==> config.mk <==
export PLATFORM = sky130hd
export DESIGN_NAME = rtc_reg_sequencer_flat
export DESIGN_NICKNAME = d
export VERILOG_FILES = /design/src/rtl/rtc_reg_sequencer_pkg.sv /design/src/rtl/rtc_reg_sequencer_if.sv /design/src/rtl/rtc_timeout_counter.sv /design/src/rtl/rtc_reg_sequencer.sv /design/src/flat_wrapper.sv
export SDC_FILE = /design/constraint.sdc
export NUM_CORES = 1
export LEC_CHECK = 0
export ABC_CLOCK_PERIOD_IN_PS = 3700
export CORE_ASPECT_RATIO = 1.1
export CORE_UTILIZATION = 45
export CTS_CLUSTER_SIZE = 25
export DETAILED_ROUTE_END_ITERATION = 7
export PLACE_DENSITY = 0.84
export SETUP_SLACK_MARGIN = 0.2
export SYNTH_ARGS = -nofsm -noshare
export SYNTH_HDL_FRONTEND = slang
export SYNTH_SLANG_ARGS = --single-unit
==> constraint.sdc <==
create_clock -name clk -period 3.7 [get_ports clk]
set_input_delay 0.74 -clock clk [delete_from_list [all_inputs] [get_ports clk]]
set_output_delay 0.74 -clock clk [all_outputs]
set_load 0.01 [all_outputs]
==> src/rtl/rtc_reg_sequencer_pkg.sv <==
// Shared definitions for the RTC register sequencer: controller states,
// slot numbering and the RTC address of every slot.
package rtc_reg_sequencer_pkg;

  localparam int SLOT_COUNT = 10;

  typedef enum logic [2:0] {
    IDLE,
    SCAN,
    REQ,
    WAIT_ACK,
    LOAD,
    FIN
  } seq_state_e;

  typedef enum logic [3:0] {
    SLOT_SEG_HORA        = 4'd0,
    SLOT_MIN_HORA        = 4'd1,
    SLOT_HORA_HORA       = 4'd2,
    SLOT_DIA_FECHA       = 4'd3,
    SLOT_MES_FECHA       = 4'd4,
    SLOT_JAHR_FECHA      = 4'd5,
    SLOT_SEG_TIMER       = 4'd6,
    SLOT_MIN_TIMER       = 4'd7,
    SLOT_HORA_TIMER      = 4'd8,
    SLOT_BANDERAS_CONFIG = 4'd9
  } slot_e;

  // Element 0 is the rightmost entry, so the list reads slot 9 down to slot 0.
  localparam logic [SLOT_COUNT-1:0][7:0] ADDR_TABLE = {
    8'h00, 8'h43, 8'h42, 8'h41, 8'h26, 8'h25, 8'h24, 8'h23, 8'h22, 8'h21
  };

endpackage

==> src/rtl/rtc_reg_sequencer_if.sv <==
// Handshake between the register sequencer and the RTC bus driver.
interface rtc_reg_sequencer_if;

  logic       bus_req;
  logic       bus_wr;
  logic [7:0] bus_addr;
  logic [7:0] bus_wr_data;
  logic       bus_ack;
  logic [7:0] bus_rd_data;

  modport master (
    output bus_req, bus_wr, bus_addr, bus_wr_data,
    input  bus_ack, bus_rd_data
  );

  modport slave (
    input  bus_req, bus_wr, bus_addr, bus_wr_data,
    output bus_ack, bus_rd_data
  );

endinterface

==> src/rtl/rtc_timeout_counter.sv <==
// Wait-cycle counter: expired rises on the LIMIT-th enabled cycle after clear.
module rtc_timeout_counter #(
  parameter int LIMIT = 255
) (
  input  logic clk,
  input  logic reset_n,
  input  logic clear,
  input  logic enable,
  output logic expired
);

  localparam int W = $clog2(LIMIT + 1);

  logic [W-1:0] count;

  always_ff @(posedge clk or negedge reset_n) begin
    if (!reset_n) begin
      count <= '0;
    end else if (clear) begin
      count <= '0;
    end else if (enable && !expired) begin
      count <= count + W'(1);
    end
  end

  assign expired = (count == W'(LIMIT - 1));

endmodule

==> src/rtl/rtc_reg_sequencer.sv <==
// RTC register sequencer: walks the ten clock/calendar/timer slots and moves
// each selected byte between the register file and the RTC bus driver.
module rtc_reg_sequencer
  import rtc_reg_sequencer_pkg::*;
#(
  parameter int TIMEOUT_CYC = 255,
  parameter int N_SLOTS     = 10
) (
  input  logic                   clk,
  input  logic                   reset_n,
  input  logic                   start,
  input  logic                   rd_nwr,
  input  logic [N_SLOTS-1:0]     slot_mask,
  input  logic [8*N_SLOTS-1:0]   reg_data_in,
  rtc_reg_sequencer_if.master    bus,
  output logic [N_SLOTS-1:0]     hold_n,
  output logic [7:0]             data_out,
  output logic                   busy,
  output logic                   done,
  output logic                   timeout_err
);

  seq_state_e         state;
  logic [3:0]         idx;
  logic [N_SLOTS-1:0] mask_q;
  logic               rd_q;
  logic               wait_expired;
  logic               last_slot;

  assign last_slot = (idx == SLOT_BANDERAS_CONFIG);
  assign busy      = (state != IDLE);

  rtc_timeout_counter #(.LIMIT(TIMEOUT_CYC)) u_wait_counter (
    .clk     (clk),
    .reset_n (reset_n),
    .clear   (state == REQ),
    .enable  (state == WAIT_ACK),
    .expired (wait_expired)
  );

  always_ff @(posedge clk or negedge reset_n) begin
    if (!reset_n) begin
      state           <= IDLE;
      idx             <= '0;
      mask_q          <= '0;
      rd_q            <= 1'b0;
      bus.bus_req     <= 1'b0;
      bus.bus_wr      <= 1'b0;
      bus.bus_addr    <= 8'h00;
      bus.bus_wr_data <= 8'h00;
      hold_n          <= '1;
      data_out        <= 8'h00;
      done            <= 1'b0;
      timeout_err     <= 1'b0;
    end else begin
      done <= 1'b0;
      case (state)
        IDLE: begin
          if (start) begin
            rd_q        <= rd_nwr;
            mask_q      <= slot_mask;
            idx         <= '0;
            timeout_err <= 1'b0;
            state       <= SCAN;
          end
        end
        SCAN: begin
          if (mask_q[idx]) begin
            bus.bus_req     <= 1'b1;
            bus.bus_wr      <= ~rd_q;
            bus.bus_addr    <= ADDR_TABLE[idx];
            bus.bus_wr_data <= reg_data_in[{idx, 3'b000} +: 8];
            state           <= REQ;
          end else if (last_slot) begin
            state <= FIN;
          end else begin
            idx <= idx + 4'd1;
          end
        end
        REQ: begin
          state <= WAIT_ACK;
        end
        WAIT_ACK: begin
          // An ack arriving on the final allowed wait cycle still wins over the timeout.
          if (bus.bus_ack) begin
            bus.bus_req <= 1'b0;
            if (rd_q) begin
              data_out <= bus.bus_rd_data;
              hold_n   <= ~({{(N_SLOTS-1){1'b0}}, 1'b1} << idx);
              state    <= LOAD;
            end else if (last_slot) begin
              state <= FIN;
            end else begin
              idx   <= idx + 4'd1;
              state <= SCAN;
            end
          end else if (wait_expired) begin
            bus.bus_req <= 1'b0;
            timeout_err <= 1'b1;
            state       <= FIN;
          end
        end
        LOAD: begin
          hold_n <= '1;
          if (last_slot) begin
            state <= FIN;
          end else begin
            idx   <= idx + 4'd1;
            state <= SCAN;
          end
        end
        FIN: begin
          done  <= 1'b1;
          state <= IDLE;
        end
        default: begin
          state <= IDLE;
        end
      endcase
    end
  end

endmodule
==> src/flat_wrapper.sv <==
// flat-port wrapper written by rule: the top's interface ports become plain ports
module rtc_reg_sequencer_flat import rtc_reg_sequencer_pkg::*;
#(
  parameter int TIMEOUT_CYC = 255,
  parameter int N_SLOTS     = 10
)
  (clk, reset_n, start, rd_nwr, slot_mask, reg_data_in, hold_n, data_out, busy, done, timeout_err, bus_bus_req, bus_bus_wr, bus_bus_addr, bus_bus_wr_data, bus_bus_ack, bus_bus_rd_data);
  rtc_reg_sequencer_if bus_i ();
  input  logic clk;
  input  logic reset_n;
  input  logic start;
  input  logic rd_nwr;
  input  logic [N_SLOTS-1:0] slot_mask;
  input  logic [8*N_SLOTS-1:0] reg_data_in;
  output logic [N_SLOTS-1:0] hold_n;
  output logic [7:0] data_out;
  output logic busy;
  output logic done;
  output logic timeout_err;
  output wire logic [$bits(bus_i.bus_req)-1:0] bus_bus_req;
  output wire logic [$bits(bus_i.bus_wr)-1:0] bus_bus_wr;
  output wire logic [$bits(bus_i.bus_addr)-1:0] bus_bus_addr;
  output wire logic [$bits(bus_i.bus_wr_data)-1:0] bus_bus_wr_data;
  input wire logic [$bits(bus_i.bus_ack)-1:0] bus_bus_ack;
  input wire logic [$bits(bus_i.bus_rd_data)-1:0] bus_bus_rd_data;
  assign bus_bus_req = bus_i.bus_req;
  assign bus_bus_wr = bus_i.bus_wr;
  assign bus_bus_addr = bus_i.bus_addr;
  assign bus_bus_wr_data = bus_i.bus_wr_data;
  assign bus_i.bus_ack = bus_bus_ack;
  assign bus_i.bus_rd_data = bus_bus_rd_data;
  rtc_reg_sequencer #(.TIMEOUT_CYC(TIMEOUT_CYC), .N_SLOTS(N_SLOTS)) u_core (.clk(clk), .reset_n(reset_n), .start(start), .rd_nwr(rd_nwr), .slot_mask(slot_mask), .reg_data_in(reg_data_in), .bus(bus_i), .hold_n(hold_n), .data_out(data_out), .busy(busy), .done(done), .timeout_err(timeout_err));
endmodule
==> results of run 1 <==
-- stage by stage --
| step | hold WS [ps] | utilization [%] | std cells | cell area, sq um |
|---|---|---|---|---|
| CTS | 476 | 69.9 | 564 | 5310 |
| floorplan | 444 | - | 320 | 3610 |
| global route | 523 | 69.9 | 564 | 5310 |
| global placement | 489 | 66.6 | 548 | 5060 |
| finish | 472 | 69.9 | 564 | 5310 |
| detailed placement | 495 | 66.6 | 548 | 5060 |
-- state kept, by name, indices dropped and copies added (netlist names) --
| signal | flops |
|---|---|
| u_core.timeout_err | 1 |
| u_core.hold_n | 10 |
| u_core.u_wait_counter.count | 8 |
| u_core.bus.bus_addr | 5 |
| u_core.state | 3 |
| u_core.bus.bus_req | 1 |
| u_core.bus.bus_wr | 1 |
| u_core.idx | 4 |
| u_core.done | 1 |
| u_core.rd_q | 1 |
| u_core.bus.bus_wr_data | 8 |
| u_core.data_out | 8 |
| u_core.mask_q | 10 |
-- layer usage --
| layer | part of all wire (%) | wire length, um |
|---|---|---|
| met3 | 7.5 | 742 |
| met4 | 2.7 | 270 |
| met1 | 39 | 3890 |
| met5 | 0 | 0 |
| met2 | 50 | 5000 |
-- cell type report --
cell class / count / area (sq um)
timing repair buffer: 147 / 1440
inverter: 9 / 33.8
clock inverter: 4 / 95.1
clock buffer: 12 / 155
fill: 578 / 2290
multi-input combinational: 226 / 1910
sequential: 61 / 1540
tap: 105 / 131
-- cell usage after synthesis, types with 3 or more instances --
library cell and n:
dfrtp_1 51, nand2_1 41, mux2_2 33, nor2_1 19
mux4_2 17, o21ai_0 16, nand3_1 14, clkbuf_1 13
dfstp_2 10, mux2_4 10, inv_1 9, a22oi_1 8
ha_1 8, a21oi_1 6, buf_2 6, xnor2_1 5
mux2i_1 4, a2111oi_0 3, a211oi_1 3, buf_4 3
nor3_1 3
-- power by group through the flow --
stage / combinational, mW / sequential, mW / clock (mW)
2_1_floorplan: 1.40 / 1.17 / 0
3_3_place_gp: 2.07 / 1.19 / 0
3_5_place_dp: 2.13 / 1.20 / 0
4_1_cts: 2.16 / 1.20 / 0.758
5_1_grt: 2.33 / 1.24 / 0.781
6_report: 2.15 / 1.20 / 0.746
-- logic make-up after synthesis --
logic type,synth area share [%]
mux,26.3
other cells,0.104
xor+xnor,1.22
simple gates,11.3
compound gates,11.2
fa+ha+maj,2.78
flops,42.8
buf+inv,4.38
-- worst paths after layout --
check,from,endpoint,slack (ps)
worst max-delay path,u_core.idx[0],u_core.bus.bus_addr[1],1050
worst min-delay path,reset_n,u_core.bus.bus_addr[5],470
worst max register to register,u_core.idx[0],u_core.bus.bus_addr[1],1050
worst min register to register,u_core.data_out[7],u_core.data_out[7],510
max in group asynchronous,reset_n,u_core.rd_q,2500
min in group clk,u_core.data_out[7],u_core.data_out[7],510
==> run metrics, run 1 <==
post-synthesis cell area=between 0.003 and 0.004 sq mm; switching component of the power=around 1.5 mW; number of post-CTS setup repair buffers=0; Antenna Nets Post-Route=0; CTS tree=built; sequential share of power=29.3%; Avg Synthesized Cell Area=approximately 11 sq um; number of cells upsized or downsized after cts=0; routed length per instance=around 18 um; clock insertion delay at the later pin of the skew report=~340 ps; number of nets in the finished design=565; Final Critical Period=2650 ps; sort of element at the end of the critical path=flip-flop; met2 layer usage reported by global route=about 45%; Max Slew Vio Count=0; slew at the pin closest to its max-slew limit=between 800 and 900 ps; Yosys top cell area share=35.5%; first-pass GRT wire length=16,000 um; CTS Root Buffer Type=clkbuf_8; layer with the highest usage=met2; via count of the first global-routing pass=around 3,300; relative contribution of the clock network to total power=between 10% and 20%; DRC marker count from the first detailed-route iteration=123; predominant post-synthesis flop cell=dfrtp_1; pin count of the biggest net entering global routing=35; initial antenna violation count=0; crit share post-route=a little under three quarters; Routability Congestion=~0.84; first-pass iteration count of the detailed router=4; status=completed; horizontal die dimension=87.3 um; setup violation total in the final timing report=0; number of buffers on the longest clock path=2; Sw Ratio=35.9%; post-route DRC violation count=0; Combinational Power Share=a little over half; data arrival at the endpoint of the critical path=2870 ps; starting density of the core=47.4%; worst-path maximum fanout=32; kind of critical path=reg2reg; Fmax=~380 MHz; I/O pin count=around 140; leading cell type in the layout, fill and taps excluded=clkdlybuf4s50_1; GRT Total Usage=25.6%; relative area change from synthesis to final layout=47.6%; total power draw=just over 4 mW; # rows=33; Max stage delay on crit path=about 660 ps; count of cell instances traversed by the critical path=7; fraction of met1 tracks used by global routing=about 28%; share of layout cells above drive strength 1=~22%; pwr/cell area=770 mW/mm^2; H-tree depth reported by CTS=3; required time of the critical path=between 3000 and 4000 ps; Port Buffer Count=about 140; Worst slew margin=between 40 and 50%; share of synthesized area occupied by flip-flops and latches=a little over two fifths; total core area=0.00760 sq mm; total number of vias=3,142; count of state elements after synthesis=61; Final Hold Fails=0; DRT Wirelength=just under 10,000 um; hold-fix buffers at CTS=0; critical path launch point type=flip-flop; static power due to leakage=approximately 2.2 nW; maximum capacitance violations=0; count of flip-flops with a built-in enable after synthesis=0; Num CTS Buffers=9; Synth Warn #=0; number of inserted diodes=0; biggest area consumer among synthesized cells=dfrtp_1; cell family contributing the most delay on the critical path=buffers and inverters; path depth of the worst reg2reg path=7; Buf/Inv on CP=2; summed negative setup slack over all endpoints=0 ps; number of clock sinks=61; Slowest-stage cell, CP=nor3_4; type of the most critical hold path=in2async; proportion of register bits with asynchronous set or reset after synthesis=100%; worst setup slack after layout=1050 ps; grt met3 use=roughly 7.3%; unrepaired setup endpoints after global routing=no; maximum ir drop on the vdd rail=0.000431 V; cell internal pwr=approximately 2.6 mW; clk_skew=4.72 ps; Netlist cell types=50; main area contributors after synthesis=dfrtp_1 35%, mux4_2 11%, mux2_2 10%, dfstp_2 7.3%, nand2_1 4.3%; worst slack at placement=approximately 1000 ps; crit-path cells=buf_4 > mux2_2 > a32o_2 > a211oi_4 > nor3_4 > buf_4 > mux2_2; Clock Pin Slew Worst Setup and Hold Paths=~70 ps; remaining global-route overflow=0; placed wire-length estimate=7280 um; commonest cells after routing, fill and taps aside=137 x clkdlybuf4s50_1, 51 x dfrtp_1, 41 x nand2_1; post-detailed-route via-to-cell ratio=between 5 and 6; DIE AREA=0.00836 sq mm; cell count after synthesis=318; y dimension of the die=roughly 96 um
No activity file was read; power rests on OpenSTA's default activity.
==> run 2, diff against run 1 <==
--- a/config.mk
+++ b/config.mk
@@ -5,12 +5,12 @@
 export SDC_FILE = /design/constraint.sdc
 export NUM_CORES = 1
 export LEC_CHECK = 0
-export ABC_CLOCK_PERIOD_IN_PS = 3700
+export ABC_CLOCK_PERIOD_IN_PS = 2400
 export CORE_ASPECT_RATIO = 1.1
-export CORE_UTILIZATION = 45
+export CORE_UTILIZATION = 40
 export CTS_CLUSTER_SIZE = 25
 export DETAILED_ROUTE_END_ITERATION = 7
-export PLACE_DENSITY = 0.84
+export PLACE_DENSITY = 0.8
 export SETUP_SLACK_MARGIN = 0.2
 export SYNTH_ARGS = -nofsm -noshare
 export SYNTH_HDL_FRONTEND = slang
==> constraint.sdc (replaced) <==
create_clock -name clk -period 2.4 [get_ports clk]
set_input_delay 0.48 -clock clk [delete_from_list [all_inputs] [get_ports clk]]
set_output_delay 0.48 -clock clk [all_outputs]
set_load 0.01 [all_outputs]
==> run 2 against run 1 <==
Compared with the run above: setup slack lost 780 ps; highest routed layer unchanged; routed wire length grew 2.9%; first-iteration DRC count grew 67%; combinational power grew 65%; count of clock-buffer cells in the layout shrank 3; largest power group unchanged; clock power grew 37%; worst hold slack lost 330 ps.
==> run metrics, run 2 (synthesis results as in run 1) <==
number of nets in the finished design=577; status=completed; DRC marker count from the first detailed-route iteration=between 200 and 250; total power draw=approximately 6.4 mW; DIE AREA=roughly 0.0094 sq mm; worst slack at placement=about 74 ps; static power due to leakage=roughly 2.2 nW; Final Hold Fails=0; required time of the critical path=1920 ps; Antenna Nets Post-Route=0; # rows=35; CTS Root Buffer Type=clkbuf_8; type of the most critical hold path=in2async; via count of the first global-routing pass=3,412; Fmax=~470 MHz; total number of vias=about 3,200; commonest cells after routing, fill and taps aside=137 x clkdlybuf4s50_1, 51 x dfrtp_1, 41 x nand2_1; worst setup slack for register-to-register paths=approximately 310 ps; DRT Wirelength=between 10,000 and 15,000 um; placed wire-length estimate=just under 8000 um; number of clock sinks=between 60 and 70; cell family contributing the most delay on the critical path=buffers and inverters; data arrival at the endpoint of the critical path=between 1500 and 2000 ps; leading cell type in the layout, fill and taps excluded=clkdlybuf4s50_1; Num CTS Buffers=9; routed length per instance=~18 um; Buf/Inv on CP=2; clk_skew=roughly 8.0 ps; number of buffers on the longest clock path=2; post-detailed-route via-to-cell ratio=approximately 5.4; Max stage delay on crit path=roughly 480 ps; kind of critical path=reg2out; CTS tree=built; Port Buffer Count=approximately 140; total core area=0.00854 sq mm; Top Registers=u_core.hold_n (10), u_core.mask_q (10); summed negative setup slack over all endpoints=0 ps; GRT Total Usage=23.1%; Worst slew margin=53.8%; pin count of the biggest net entering global routing=39; sort of element at the end of the critical path=output port; clock insertion delay at the later pin of the skew report=around 340 ps; horizontal die dimension=approximately 92 um; post-route DRC violation count=0; Routability Congestion=slightly above 0.8; maximum capacitance violations=0; starting density of the core=between 40% and 50%; share of layout cells above drive strength 1=~24%; initial antenna violation count=0; first-pass GRT wire length=around 17,000 um; slew at the pin closest to its max-slew limit=about 690 ps; setup violation total in the final timing report=0; worst setup slack after layout=approximately 270 ps; Final Critical Period=2130 ps; H-tree depth reported by CTS=3; Max Slew Vio Count=0; worst-path maximum fanout=17; crit share post-route=between 80 and 90%; Slowest-stage cell, CP=clkdlybuf4s50_1; remaining global-route overflow=0; maximum ir drop on the vdd rail=0.000754 V; critical path launch point type=flip-flop; first-pass iteration count of the detailed router=4; unrepaired setup endpoints after global routing=yes; crit-path cells=buf_4 > nor2_2 > nand2_1 > clkdlybuf4s50_1; relative area change from synthesis to final layout=50.6%; pwr/cell area=1180 mW/mm^2; I/O pin count=about 140; y dimension of the die=around 100 um; number of inserted diodes=0; Clock Pin Slew Worst Setup and Hold Paths=around 70 ps
run 2: cell count changes in the layout (fill, tap and decap cells not counted):
cell	delta
nor4_1	-1
nor2_1	-1
clkbuf_8	-2
buf_6	+1
buf_12	+2
buf_4	+9
inv_6	+1
bufinv_16	-1
nor2_2	+1
clkinv_4	+2
clkinvlp_4	+1
nor4_2	+1
clkbuf_1	-1
run 2: report_power, final:
group	switching (mW)	leakage, nW	total [mW]	internal (mW)
sequential	0.328	0.742	1.81	1.48
clock	0.430	0.110	1.02	0.589
combinational	1.57	1.38	3.55	1.98
total	2.33	2.23	6.37	4.04
run 2: path summary, 6_finish.rpt:
kind / from / to / cells past startpoint
setup / recovery: u_core.state[0] / busy / 4
hold reg to reg: u_core.mask_q[7] / u_core.mask_q[7] / 1
min in group clk: u_core.mask_q[7] / u_core.mask_q[7] / 1
setup reg to reg: u_core.idx[1] / u_core.state[1] / 6
hold / removal: reset_n / u_core.idx[2] / 1
max in group asynchronous: reset_n / u_core.hold_n[1] / 2
run 2: routing by layer:
| metal | global-route usage [%] | routed length (um) | vias up |
|---|---|---|---|
| met5 | 0 | 0 | - |
| met4 | 10.5 | 262 | 0 |
| met3 | 6.08 | 726 | 28 |
| met2 | 40.1 | 5220 | 146 |
| met1 | 26.9 | 3990 | 1540 |
| li1 | - | - | 1453 |
run 2: worst register-to-register path, cell delays in order, from the launching register on:
cell	delay, ps
dfrtp_1	520
mux2_4	330
a32o_2	280
a211oi_4	240
nor3_4	90
buf_4	160
or3b_1	360
run 2: through the flow:
| step | instance area, sq um | std cells | util, % | hold slack [ps] |
|---|---|---|---|---|
| after global placement | 5150 | 564 | 60.4 | 489 |
| after floorplan | 3610 | 320 | - | 184 |
| after CTS | 5410 | 582 | 63.3 | 137 |
| after detailed placement | 5150 | 564 | 60.4 | 492 |
| after global routing | 5420 | 582 | 63.4 | 169 |
| final | 5420 | 582 | 63.4 | 146 |
run 2: layout make-up:
class	instances	area [sq um]
Clock buffer	9	124
Timing Repair Buffer	159	1560
Inverter	9	33.8
Fill cell	674	3120
Tap cell	111	139
Clock inverter	7	98.8
Multi-Input combinational cell	226	1920
Sequential cell	61	1540
run 2: repair_timing:
action,4_1_cts,5_1_grt
pin swaps,1,0
hold buffers,0,0
resized for setup,0,3
setup endpoints to repair,14,9
buffers inserted,2,0
==> run 3, diff against run 2 <==
--- a/config.mk
+++ b/config.mk
@@ -12,6 +12,7 @@
 export DETAILED_ROUTE_END_ITERATION = 7
 export PLACE_DENSITY = 0.8
 export SETUP_SLACK_MARGIN = 0.2
+export SLEW_MARGIN = 10
 export SYNTH_ARGS = -nofsm -noshare
 export SYNTH_HDL_FRONTEND = slang
 export SYNTH_SLANG_ARGS = --single-unit
==> results of run 3 <==
No change in the layout: final DEF, timing and power equal those of run 2.
